`src/rtl/draw_bg_fader_pkg.sv`:
```
// Shared types, colour constants and pixel helpers for the background fader.
package draw_bg_fader_pkg;

    typedef enum logic [1:0] {
        MODE_IDLE   = 2'd0,
        MODE_SINGLE = 2'd1,
        MODE_MULTI  = 2'd2,
        MODE_PAUSE  = 2'd3
    } mode_e;

    typedef enum logic [1:0] {
        SHOW     = 2'd0,
        FADE_OUT = 2'd1,
        FADE_IN  = 2'd2
    } state_e;

    typedef struct packed {
        logic [10:0] hcount;
        logic [10:0] vcount;
        logic        hsync;
        logic        vsync;
        logic        hblnk;
        logic        vblnk;
    } timing_t;

    localparam logic [11:0] COL_BG     = 12'h02F;
    localparam logic [11:0] COL_LINE   = 12'hFFF;
    localparam logic [11:0] COL_FIELD  = 12'h555;
    localparam logic [11:0] COL_BLACK  = 12'h000;
    localparam logic [11:0] COL_TOP    = 12'hFF0;
    localparam logic [11:0] COL_BOTTOM = 12'hF00;
    localparam logic [11:0] COL_LEFT   = 12'h0F0;
    localparam logic [11:0] COL_RIGHT  = 12'h00F;
    localparam logic [11:0] COL_NET_MP = 12'hFF0;

    localparam logic [3:0] LEVEL_MAX = 4'd15;

    // Per-nibble c * (level + 1) >> 4 in 8-bit unsigned arithmetic.
    function automatic logic [11:0] scale_rgb(input logic [11:0] rgb, input logic [3:0] level);
        logic [7:0]  gain;
        logic [7:0]  prod;
        logic [11:0] res;
        gain = 8'(level) + 8'd1;
        res  = '0;
        for (int unsigned i = 0; i < 3; i++) begin
            prod             = 8'(rgb[i*4 +: 4]) * gain;
            res[i*4 +: 4]    = 4'(prod >> 4);
        end
        return res;
    endfunction

    function automatic logic [11:0] dim_rgb(input logic [11:0] rgb);
        return (rgb >> 1) & 12'h777;
    endfunction

endpackage

```
`src/rtl/draw_bg_fader_if.sv`:
```
// VGA timing bundle (counters, syncs, blanking) passed between pipeline stages.
interface draw_bg_fader_if;
    logic [10:0] hcount;
    logic [10:0] vcount;
    logic        hsync;
    logic        vsync;
    logic        hblnk;
    logic        vblnk;

    modport master (output hcount, vcount, hsync, vsync, hblnk, vblnk);
    modport slave  (input  hcount, vcount, hsync, vsync, hblnk, vblnk);
endinterface

```
`src/rtl/draw_bg_fader_fade_ctrl.sv`:
```
// Frame-tick detect and layout-switch control; DRAW_BG_FADE_EN selects the
// fade-out/fade-in sequencer, otherwise the layout switches on the next tick.
module draw_bg_fader_fade_ctrl
    import draw_bg_fader_pkg::*;
#(
    parameter int unsigned FADE_STEP = 1
) (
    input  logic       clk_i,
    input  logic       rst_ni,
    input  logic       vblnk_i,
    input  mode_e      mode_req_i,
`ifdef DRAW_BG_FADE_EN
    output logic [3:0] level_o,
`endif
    output mode_e      mode_cur_o,
    output logic       busy_o
);

    logic vblnk_prev_q;
    logic tick;

    assign tick = vblnk_i & ~vblnk_prev_q;

    // Reset to 1 so a vblank already high at release is not seen as a tick.
    always_ff @(posedge clk_i) begin
        if (!rst_ni) vblnk_prev_q <= 1'b1;
        else         vblnk_prev_q <= vblnk_i;
    end

`ifdef DRAW_BG_FADE_EN
    localparam logic [4:0] STEP = 5'(FADE_STEP);

    state_e     state_q;
    logic [3:0] level_q;
    mode_e      mode_cur_q;
    logic       busy_q;
    logic [4:0] level_sum;
    logic [3:0] level_dn;
    logic [3:0] level_up;

    always_comb begin
        level_dn  = ({1'b0, level_q} >= STEP) ? 4'({1'b0, level_q} - STEP) : 4'd0;
        level_sum = {1'b0, level_q} + STEP;
        level_up  = (level_sum > 5'(LEVEL_MAX)) ? LEVEL_MAX : level_sum[3:0];
    end

    always_ff @(posedge clk_i) begin
        if (!rst_ni) begin
            state_q    <= SHOW;
            level_q    <= LEVEL_MAX;
            mode_cur_q <= MODE_IDLE;
            busy_q     <= 1'b0;
        end else if (tick) begin
            unique case (state_q)
                SHOW: begin
                    if (mode_req_i != mode_cur_q) begin
                        state_q <= FADE_OUT;
                        busy_q  <= 1'b1;
                    end
                end
                FADE_OUT: begin
                    if (level_q == 4'd0) begin
                        mode_cur_q <= mode_req_i;
                        state_q    <= FADE_IN;
                    end else begin
                        level_q <= level_dn;
                    end
                end
                FADE_IN: begin
                    if (level_q == LEVEL_MAX) begin
                        state_q <= SHOW;
                        busy_q  <= 1'b0;
                    end else begin
                        level_q <= level_up;
                    end
                end
                default: state_q <= SHOW;
            endcase
        end
    end

    assign level_o    = level_q;
    assign mode_cur_o = mode_cur_q;
    assign busy_o     = busy_q;
`else
    mode_e mode_cur_q;

    always_ff @(posedge clk_i) begin
        if (!rst_ni)                             mode_cur_q <= MODE_IDLE;
        else if (tick && mode_req_i != mode_cur_q) mode_cur_q <= mode_req_i;
    end

    assign mode_cur_o = mode_cur_q;
    assign busy_o     = (mode_req_i != mode_cur_q);
`endif

endmodule

```
`src/rtl/draw_bg_fader.sv`:
```
// Layout background renderer with a 2-stage pixel pipeline and per-frame
// cross-fade on mode change (fade enabled by defining DRAW_BG_FADE_EN).
module draw_bg_fader
    import draw_bg_fader_pkg::*;
#(
    parameter int HOR_PIXELS = 1024,
    parameter int VER_PIXELS = 768,
    parameter int H_START    = 80,
    parameter int H_SIZE     = 863,
    parameter int V_START    = 80,
    parameter int V_SIZE     = 607,
    parameter int BAR_TOP    = 51,
    parameter int BAR_BOT    = 717,
    parameter int NET_X0     = 506,
    parameter int NET_X1     = 516,
    parameter int FADE_STEP  = 1
) (
    input  logic                   clk65MHz,
    input  logic                   rst_n,
    input  logic [1:0]             mode_req,
    draw_bg_fader_if.slave         tim_in,
    draw_bg_fader_if.master        tim_out,
    output logic [11:0]            out_rgb,
    output logic [1:0]             mode_cur,
    output logic                   busy
);

    localparam logic [10:0] H_LAST    = 11'(HOR_PIXELS - 1);
    localparam logic [10:0] V_LAST    = 11'(VER_PIXELS - 1);
    localparam logic [10:0] FIELD_X0  = 11'(H_START);
    localparam logic [10:0] FIELD_X1  = 11'(H_START + H_SIZE);
    localparam logic [10:0] FIELD_Y0  = 11'(V_START);
    localparam logic [10:0] FIELD_Y1  = 11'(V_START + V_SIZE);
    localparam logic [10:0] BAR_TOP_C = 11'(BAR_TOP);
    localparam logic [10:0] BAR_BOT_C = 11'(BAR_BOT);
    localparam logic [10:0] NET_X0_C  = 11'(NET_X0);
    localparam logic [10:0] NET_X1_C  = 11'(NET_X1);

    mode_e       mode_cur_e;
    timing_t     tim_in_s;
    timing_t     tim_s1_q;
    timing_t     tim_s2_q;
    logic [11:0] rgb_s1_d;
    logic [11:0] rgb_s1_q;
    logic [11:0] rgb_s2_d;
    logic [11:0] rgb_s2_q;
    logic [10:0] hc;
    logic [10:0] vc;
`ifdef DRAW_BG_FADE_EN
    logic [3:0]  level;
`endif

    draw_bg_fader_fade_ctrl #(
        .FADE_STEP (FADE_STEP)
    ) u_fade_ctrl (
        .clk_i      (clk65MHz),
        .rst_ni     (rst_n),
        .vblnk_i    (tim_in.vblnk),
        .mode_req_i (mode_e'(mode_req)),
`ifdef DRAW_BG_FADE_EN
        .level_o    (level),
`endif
        .mode_cur_o (mode_cur_e),
        .busy_o     (busy)
    );

    assign tim_in_s = {tim_in.hcount, tim_in.vcount, tim_in.hsync,
                       tim_in.vsync, tim_in.hblnk, tim_in.vblnk};
    assign hc = tim_in.hcount;
    assign vc = tim_in.vcount;

    always_comb begin
        rgb_s1_d = COL_BLACK;
        if (tim_in.hblnk || tim_in.vblnk) begin
            rgb_s1_d = COL_BLACK;
        end else if (mode_cur_e == MODE_IDLE) begin
            if      (vc == '0)     rgb_s1_d = COL_TOP;
            else if (vc == V_LAST) rgb_s1_d = COL_BOTTOM;
            else if (hc == '0)     rgb_s1_d = COL_LEFT;
            else if (hc == H_LAST) rgb_s1_d = COL_RIGHT;
            else if (hc >= FIELD_X0 && hc < FIELD_X1 && vc >= FIELD_Y0 && vc < FIELD_Y1)
                rgb_s1_d = COL_FIELD;
            else
                rgb_s1_d = COL_BG;
        end else begin
            if (vc < BAR_TOP_C || vc > BAR_BOT_C)
                rgb_s1_d = COL_LINE;
            else if (hc >= NET_X0_C && hc <= NET_X1_C)
                rgb_s1_d = (mode_cur_e == MODE_MULTI) ? COL_NET_MP : COL_LINE;
            else
                rgb_s1_d = COL_BG;
        end
    end

    // Blanked pixels are already black, so scaling and dimming keep them black.
    always_comb begin
        rgb_s2_d = rgb_s1_q;
`ifdef DRAW_BG_FADE_EN
        rgb_s2_d = scale_rgb(rgb_s1_q, level);
`endif
        if (mode_cur_e == MODE_PAUSE) rgb_s2_d = dim_rgb(rgb_s2_d);
    end

    always_ff @(posedge clk65MHz) begin
        if (!rst_n) begin
            tim_s1_q <= '0;
            rgb_s1_q <= '0;
            tim_s2_q <= '0;
            rgb_s2_q <= '0;
        end else begin
            tim_s1_q <= tim_in_s;
            rgb_s1_q <= rgb_s1_d;
            tim_s2_q <= tim_s1_q;
            rgb_s2_q <= rgb_s2_d;
        end
    end

    assign tim_out.hcount = tim_s2_q.hcount;
    assign tim_out.vcount = tim_s2_q.vcount;
    assign tim_out.hsync  = tim_s2_q.hsync;
    assign tim_out.vsync  = tim_s2_q.vsync;
    assign tim_out.hblnk  = tim_s2_q.hblnk;
    assign tim_out.vblnk  = tim_s2_q.vblnk;
    assign out_rgb        = rgb_s2_q;
    assign mode_cur       = mode_cur_e;

endmodule

```
`src/flat_wrapper.sv`:
```
// flat-port wrapper written by rule: the top's interface ports become plain ports
module draw_bg_fader_flat import draw_bg_fader_pkg::*;
#(
    parameter int HOR_PIXELS = 1024,
    parameter int VER_PIXELS = 768,
    parameter int H_START    = 80,
    parameter int H_SIZE     = 863,
    parameter int V_START    = 80,
    parameter int V_SIZE     = 607,
    parameter int BAR_TOP    = 51,
    parameter int BAR_BOT    = 717,
    parameter int NET_X0     = 506,
    parameter int NET_X1     = 516,
    parameter int FADE_STEP  = 1
)
  (clk65MHz, rst_n, mode_req, out_rgb, mode_cur, busy, tim_in_hcount, tim_in_vcount, tim_in_hsync, tim_in_vsync, tim_in_hblnk, tim_in_vblnk, tim_out_hcount, tim_out_vcount, tim_out_hsync, tim_out_vsync, tim_out_hblnk, tim_out_vblnk);
  draw_bg_fader_if tim_in_i ();
  draw_bg_fader_if tim_out_i ();
  input  logic clk65MHz;
  input  logic rst_n;
  input  logic [1:0] mode_req;
  output logic [11:0] out_rgb;
  output logic [1:0] mode_cur;
  output logic busy;
  input wire logic [$bits(tim_in_i.hcount)-1:0] tim_in_hcount;
  input wire logic [$bits(tim_in_i.vcount)-1:0] tim_in_vcount;
  input wire logic [$bits(tim_in_i.hsync)-1:0] tim_in_hsync;
  input wire logic [$bits(tim_in_i.vsync)-1:0] tim_in_vsync;
  input wire logic [$bits(tim_in_i.hblnk)-1:0] tim_in_hblnk;
  input wire logic [$bits(tim_in_i.vblnk)-1:0] tim_in_vblnk;
  output wire logic [$bits(tim_out_i.hcount)-1:0] tim_out_hcount;
  output wire logic [$bits(tim_out_i.vcount)-1:0] tim_out_vcount;
  output wire logic [$bits(tim_out_i.hsync)-1:0] tim_out_hsync;
  output wire logic [$bits(tim_out_i.vsync)-1:0] tim_out_vsync;
  output wire logic [$bits(tim_out_i.hblnk)-1:0] tim_out_hblnk;
  output wire logic [$bits(tim_out_i.vblnk)-1:0] tim_out_vblnk;
  assign tim_in_i.hcount = tim_in_hcount;
  assign tim_in_i.vcount = tim_in_vcount;
  assign tim_in_i.hsync = tim_in_hsync;
  assign tim_in_i.vsync = tim_in_vsync;
  assign tim_in_i.hblnk = tim_in_hblnk;
  assign tim_in_i.vblnk = tim_in_vblnk;
  assign tim_out_hcount = tim_out_i.hcount;
  assign tim_out_vcount = tim_out_i.vcount;
  assign tim_out_hsync = tim_out_i.hsync;
  assign tim_out_vsync = tim_out_i.vsync;
  assign tim_out_hblnk = tim_out_i.hblnk;
  assign tim_out_vblnk = tim_out_i.vblnk;
  draw_bg_fader #(.HOR_PIXELS(HOR_PIXELS), .VER_PIXELS(VER_PIXELS), .H_START(H_START), .H_SIZE(H_SIZE), .V_START(V_START), .V_SIZE(V_SIZE), .BAR_TOP(BAR_TOP), .BAR_BOT(BAR_BOT), .NET_X0(NET_X0), .NET_X1(NET_X1), .FADE_STEP(FADE_STEP)) u_core (.clk65MHz(clk65MHz), .rst_n(rst_n), .mode_req(mode_req), .tim_in(tim_in_i), .tim_out(tim_out_i), .out_rgb(out_rgb), .mode_cur(mode_cur), .busy(busy));
endmodule
```
`config.mk`:
```
export PLATFORM = sky130hd
export DESIGN_NAME = draw_bg_fader_flat
export DESIGN_NICKNAME = d
export VERILOG_FILES = /design/src/rtl/draw_bg_fader_pkg.sv /design/src/rtl/draw_bg_fader_if.sv /design/src/rtl/draw_bg_fader_fade_ctrl.sv /design/src/rtl/draw_bg_fader.sv /design/src/flat_wrapper.sv
export SDC_FILE = /design/constraint.sdc
export NUM_CORES = 1
export LEC_CHECK = 0
export CORE_ASPECT_RATIO = 1.25
export CORE_MARGIN = 10
export CORE_UTILIZATION = 42
export CTS_CLUSTER_DIAMETER = 30
export DETAILED_ROUTE_END_ITERATION = 10
export PLACE_DENSITY = 0.81
export SETUP_SLACK_MARGIN = 0.1
export SYNTH_ARGS = -nofsm -noshare
export SYNTH_HDL_FRONTEND = slang
export SYNTH_HIERARCHICAL = 1
export SYNTH_SLANG_ARGS = --single-unit
```
`constraint.sdc`:
```
create_clock -name clk65MHz -period 1.46 [get_ports clk65MHz]
set_input_delay 0.219 -clock clk65MHz [delete_from_list [all_inputs] [get_ports clk65MHz]]
set_output_delay 0.219 -clock clk65MHz [all_outputs]
set_load 0.01 [all_outputs]
```
**Yosys cells after proc, flatten, opt, wreduce, memory -nomap -nowiden**

Cells that the tools add are included.

- Output and inout bits: 41
- Bits in registers: 79

- Reductions and logical operators: 12
- Muxes and demuxes: 10
- Bitwise gates (word level): 3
- Eq/ne operators: 5
- Magnitude comparators: 8

Operators by type and width:

| cell | number |
|---|---|
| $mux 12 | 7 |
| $eq 11x10->1 const B | 2 |
| $ge 11x7->1 const B | 2 |
| $logic_not 11->1 | 2 |
| $lt 11x10->1 const B | 2 |
| $mux 11 | 2 |
| $ge 11x9->1 const B | 1 |
| $gt 11x10->1 const B | 1 |
| $le 11x10->1 const B | 1 |
| $lt 11x6->1 const B | 1 |
| $logic_and 1x1->1 | 5 |
| $eq 2x2->1 const B | 2 |
| $mux 4 | 1 |
| $reduce_or 2->1 | 2 |
| $logic_not 2->1 | 1 |
| $logic_or 1x1->1 | 2 |
| $ne 2x2->1 | 1 |
| $not 1->1 | 2 |
| $and 1x1->1 | 1 |

**Longest topological paths before layout**

Gate-level depths: netlist of run 1.

- Depth after elaboration: 10
- Mapped depth: 5
- Mapped depth without buffers: 5

**By module**

The synthesis of run 1 kept the hierarchy.

Modules (own cells, without submodules):

| module | area each (um2) | cells an instance | times used | seq. area each (um2) |
|---|---|---|---|---|
| draw_bg_fader | 2304.7 | 223 | 1 | 1381.3 |
| draw_bg_fader_fade_ctrl | 136.4 | 14 | 1 | 60.1 |

**Worst setup path before layout of run 1**

Ideal clock, no wire load.

- Path kind: register -> register
- Start: register u_core.u_fade_ctrl.mode_cur_q[1] (netlist: u_core/u_fade_ctrl/mode_cur_o[1])
- End: register u_core.rgb_s1_q[10]
- Period minus slack after synthesis: 1.434 ns
- Path buffers: 1
- Cell stages (with the launch flop): 5
- Arrival: 1.302 ns
- Path slack: 0.026 ns
- Required time: 1.328 ns
- Cell sequence: dfxtp_1 > buf_2 > nor2_1 > o41ai_2 > o22ai_2

- Longest elaborated chain between the ends: 2

Ends and longest elaborated chain:

| what | RTL line | text |
|---|---|---|
| start: declaration | draw_bg_fader_fade_ctrl.sv:86 | `mode_e mode_cur_q;` |
| start signal: assignment | draw_bg_fader_fade_ctrl.sv:90 | `else if (tick && mode_req_i != mode_cur_q) mode_cur_q <= mode_req_i;` |
| $logic_not 2->1 | draw_bg_fader.sv:76 | `end else if (mode_cur_e == MODE_IDLE) begin` |
| $mux 12 | draw_bg_fader.sv:76 |  |
| end signal: assignment | draw_bg_fader.sv:112 | `rgb_s1_q <= rgb_s1_d;` |
| end: declaration | draw_bg_fader.sv:44 | `logic [11:0] rgb_s1_q;` |

No other way between the ends.
A chain may end at the register's enable or synchronous reset.

**Worst setup path after layout of run 1**

- Start: input port tim_in_hcount[3]
- End: register u_core.rgb_s1_q[10]

- Longest elaborated chain between the ends: 10

Ends and longest elaborated chain:

| what | RTL line | text |
|---|---|---|
| start: declaration | flat_wrapper.sv:25 | `input wire logic [$bits(tim_in_i.hcount)-1:0] tim_in_hcount;` |
| $ge 11x7->1 / $lt 11x10->1 (equally long branches) | draw_bg_fader.sv:81 | `else if (hc >= FIELD_X0 && hc < FIELD_X1 && vc >= FIELD_Y0 && vc < FIELD_Y1)` |
| $logic_and 1x1->1 (3 in series) | draw_bg_fader.sv:81 |  |
| $mux 11 | draw_bg_fader.sv:81 |  |
| $mux 12 | draw_bg_fader.sv:80 | `else if (hc == H_LAST) rgb_s1_d = COL_RIGHT;` |
| $mux 12 | draw_bg_fader.sv:79 | `else if (hc == '0) rgb_s1_d = COL_LEFT;` |
| $mux 12 | draw_bg_fader.sv:78 | `else if (vc == V_LAST) rgb_s1_d = COL_BOTTOM;` |
| $mux 12 | draw_bg_fader.sv:77 | `if (vc == '0) rgb_s1_d = COL_TOP;` |
| $mux 12 * | draw_bg_fader.sv:76 |  |

Every way passes the cells marked *; elsewhere a longest branch is shown, timed or not.

==> impl_metrics.json, run 1 <==
{
  "power_per_cell_area_nw_per_um2": 1150,
  "via_count_of_the_first_global_routing_pass": 1999,
  "die_area_um2": 9280,
  "totalPowerFinal_w": 0.00400,
  "initial_core_util_pct": 42.8,
  "whs_ns": 0.139,
  "tritoncts": "yes",
  "first_pass_iteration_count_of_the_detailed_router": 4,
  "ant_nets": 0,
  "vdd_drop_max_v": 0.000604,
  "flow.area_growth_from_synthesis_pct": 42.5,
  "achievable-frequency_mhz": 753,
  "number_of_antenna_violations_at_the_first_check_in_global_routing": 0,
  "finalCritPeriodShare_pct": 90.9,
  "crit_arrival_ns": 1.60,
  "worstHoldPathType": "input pin to flip-flop",
  "ioPinCount": 71,
  "fin_nets": 358,
  "number_of_buffers_on_the_longest_clock_path": 2,
  "mostFrequentLayoutCells": "sky130_fd_sc_hd__dfxtp_1 (70), sky130_fd_sc_hd__and2_1 (52), sky130_fd_sc_hd__dlygate4sd2_1 (47)",
  "yosysUniqueCellTypes": 37,
  "count_of_warnings_emitted_by_yosys": 6,
  "leak_pwr_nw": 1.60,
  "worst-setup-path-type": "input pin to flip-flop",
  "insertedDiodeCount": 0,
  "post-route-drc-count": 0,
  "layout.cells.most_common": "sky130_fd_sc_hd__dfxtp_1",
  "rows": 31,
  "unrepaired_setup_endpoints_after_global_routing": "true",
  "drt-total-wl_um": 5870,
  "finalMaxSlewViolations": 0,
  "root_buffer": "sky130_fd_sc_hd__clkbuf_8",
  "final_core_util_pct": 61.0,
  "final-instance-count-excl-fill": 399,
  "gp_congestion": 0.869,
  "synth_nets": 267,
  "crit_path_end_kind": "flip-flop",
  "place.port_buffers": 70,
  "synthCells": 237,
  "numCtsBuffers": 9,
  "slew_headroom_pct": 77.3,
  "first_pass_grt_wire_length_um": 9430,
  "r2r_slack_ns": 0.27,
  "synth.yosys.seq_area_share_pct": 59.0,
  "fraction_of_final_layout_cells_sized_beyond_drive_strength_1_pct": 21.6,
  "placed_cells_incl_taps": 379,
  "worst_r2r_path_depth": 4,
  "drt_iter0_drc": 75,
  "clk_latency_ns": 0.35,
  "track_usage_pct": 13.0,
  "crit_path_end": "u_core/rgb_s1_q[10]",
  "cp-start-kind": "input pin",
  "setup_viol": 0,
  "grt_start_max_net_pins": 66,
  "die_y_um": 105,
  "die_w_um": 88.2,
  "htree_levels": 3,
  "timing.clock.skew_ns": 0.00551,
  "max_cap_violations": 0,
  "vias_per_cell": 4.86,
  "clock_sink_count": 72,
  "rr_startpoint": "u_core/u_fade_ctrl/mode_cur_o[1]",
  "avg_inst_size_synth_um2": 10.3,
  "fillCellCount": 479,
  "reg2reg_to": "u_core/rgb_s1_q[3]",
  "syn_area_um2": 2440,
  "worstMarginPinSlew_ns": 0.338,
  "worst_setup_hold_path_clk_slew_ns": 0.07,
  "critPathLaunch": "tim_in_hcount[3]",
  "maximum_fanout_along_the_worst_path": 4,
  "route.vias.total": 1940,
  "grt_overflow_total": 0,
  "run_status": "completed",
  "ys_ff_latch": 72,
  "avgRoutedWirePerCell_um": 14.7,
  "crit_required_ns": 1.74,
  "hold_violations": 0,
  "shortest_clock_period_the_worst_path_allows_after_layout_ns": 1.33,
  "floorplan.core_area_um2": 5700,
  "hpwlAfterDp_um": 4240
}
[sequential cells by signal (all words and copies together), names as in the netlist]
name and flops:
u_core/tim_out.vsync 1, u_core/rgb_s1_q 7, u_core/tim_out.hsync 1, u_core/tim_out.hcount 11, u_core/tim_s1_q 26, u_core/out_rgb 10
u_core/tim_out.hblnk 1, u_core/u_fade_ctrl/mode_cur_o 2, u_core/tim_out.vcount 11, u_core/tim_out.vblnk 1, u_core/u_fade_ctrl/vblnk_prev_q 1
[timing repair]
item,CTS,global route
resized for setup,78,32
hold buffers,0,0
setup buffers,4,0
endpoints found under the hold margin,0,0
pin swaps,8,6
endpoints found under the setup margin,48,8
[layout make-up]
class | instances | area, um^2 | share of cell area [%]
Inverter | 1 | 3.75 | 0.108
Multi-Input combinational cell | 153 | 1000 | 28.7
Timing Repair Buffer | 91 | 742 | 21.3
Clock inverter | 6 | 67.6 | 1.94
Clock buffer | 10 | 138 | 3.96
Tap cell | 66 | 82.6 | 2.37
Sequential cell | 72 | 1450 | 41.6
[worst min path at each step]
| stage | startpoint | to | slack [ns] | depth (start not counted) |
|---|---|---|---|---|
| 2_1_floorplan | rst_n | u_core/u_fade_ctrl/vblnk_prev_q | 0.29 | 1 |
| 3_3_place_gp | u_core/tim_s1_q[13] | u_core/tim_out.vcount[9] | 0.41 | 1 |
| 3_5_place_dp | u_core/tim_s1_q[21] | u_core/tim_out.hcount[6] | 0.42 | 1 |
| 4_1_cts | tim_in_vcount[8] | u_core/tim_s1_q[12] | 0.14 | 2 |
| 5_1_grt | tim_in_vcount[6] | u_core/tim_s1_q[10] | 0.14 | 2 |
| 6_report | tim_in_vcount[6] | u_core/tim_s1_q[10] | 0.14 | 2 |
[report_power, final]
group / total [W] / switching (W) / internal, W
Clock: 0.00158 / 0.000736 / 0.000840
Sequential: 0.00206 / 0.0000228 / 0.00204
Combinational: 0.000362 / 0.000175 / 0.000187
[per-stage QoR]
step           area, um^2  setup WS, ns  TNS (ns)
2_1_floorplan        2440        0.0774         0
3_5_place_dp         3310        -0.519     -3.66
5_1_grt              3480        0.0766         0
6_report             3480         0.133         0
4_1_cts              3490        0.0142         0
3_3_place_gp         3310        -0.486     -3.34
[critical path: stages]
cell and delay (ns):
sky130_fd_sc_hd__dlygate4sd2_1 0.26, sky130_fd_sc_hd__nand4_1 0.13, sky130_fd_sc_hd__or4_4 0.51, sky130_fd_sc_hd__nand2_1 0.11, sky130_fd_sc_hd__o41ai_2 0.09, sky130_fd_sc_hd__buf_4 0.15
sky130_fd_sc_hd__o22ai_2 0.13
[synth_stat cells]
master / number / area (um^2)
sky130_fd_sc_hd__nand4b_1: 1 / 8.76
sky130_fd_sc_hd__nor2b_4: 1 / 13.8
sky130_fd_sc_hd__o41ai_2: 1 / 16.3
sky130_fd_sc_hd__nor2_1: 13 / 48.8
sky130_fd_sc_hd__or4_4: 2 / 22.5
sky130_fd_sc_hd__nand4_1: 6 / 37.5
sky130_fd_sc_hd__nand4bb_1: 1 / 11.3
sky130_fd_sc_hd__and3_1: 3 / 18.8
sky130_fd_sc_hd__clkbuf_1: 7 / 26.3
sky130_fd_sc_hd__and3_4: 1 / 11.3
sky130_fd_sc_hd__o21ai_1: 1 / 5.00
sky130_fd_sc_hd__a211oi_1: 4 / 30.0
sky130_fd_sc_hd__nor3_1: 4 / 20.0
sky130_fd_sc_hd__nand3b_1: 1 / 7.51
sky130_fd_sc_hd__and2_2: 1 / 7.51
sky130_fd_sc_hd__a21boi_0: 8 / 60.1
sky130_fd_sc_hd__a21boi_1: 2 / 15.0
sky130_fd_sc_hd__a311oi_1: 1 / 8.76
sky130_fd_sc_hd__or2_0: 1 / 6.26
sky130_fd_sc_hd__or4_1: 1 / 7.51
sky130_fd_sc_hd__o311ai_1: 1 / 8.76
sky130_fd_sc_hd__nand2_1: 17 / 63.8
sky130_fd_sc_hd__xnor2_1: 2 / 17.5
sky130_fd_sc_hd__buf_2: 2 / 10.0
sky130_fd_sc_hd__nand3_1: 10 / 50.1
sky130_fd_sc_hd__inv_1: 1 / 3.75
sky130_fd_sc_hd__buf_4: 2 / 15.0
sky130_fd_sc_hd__nand2b_1: 3 / 18.8
sky130_fd_sc_hd__mux2i_1: 2 / 20.0
sky130_fd_sc_hd__dfxtp_1: 72 / 1440
sky130_fd_sc_hd__nor4_1: 2 / 12.5
sky130_fd_sc_hd__a21oi_1: 5 / 25.0
sky130_fd_sc_hd__o21ai_0: 3 / 15.0
sky130_fd_sc_hd__a22o_1: 1 / 8.76
sky130_fd_sc_hd__and2_1: 52 / 325
sky130_fd_sc_hd__o22ai_2: 1 / 12.5
sky130_fd_sc_hd__o211a_1: 1 / 10.0
[layer usage]
| metal | part of all wire [%] | GRT usage, % | vias to the layer above | wire length [um] |
|---|---|---|---|---|
| met5 | 0 | 0 | - | 0 |
| met4 | 3.0 | 8.20 | 0 | 178 |
| met3 | 6.2 | 3.78 | 11 | 367 |
| met2 | 53 | 22.3 | 53 | 3100 |
| met1 | 38 | 13.2 | 894 | 2220 |
| li1 | - | - | 982 | - |
[cells by family after synthesis]
logic type / after synthesis / share of synthesized area, %
compound gates: 29 / 8.82
xor+xnor: 2 / 0.718
buf+inv: 12 / 2.26
flops: 72 / 59.0
mux: 2 / 0.820
simple gates: 120 / 28.3
No activity file was read; power rests on OpenSTA's default activity.
==> inputs of run 2 (changes only) <==
Settings changed: ABC_CLOCK_PERIOD_IN_PS from default to 1460.
==> results of run 2 <==
Final layout, timing and power as in run 1 (identical DEF).
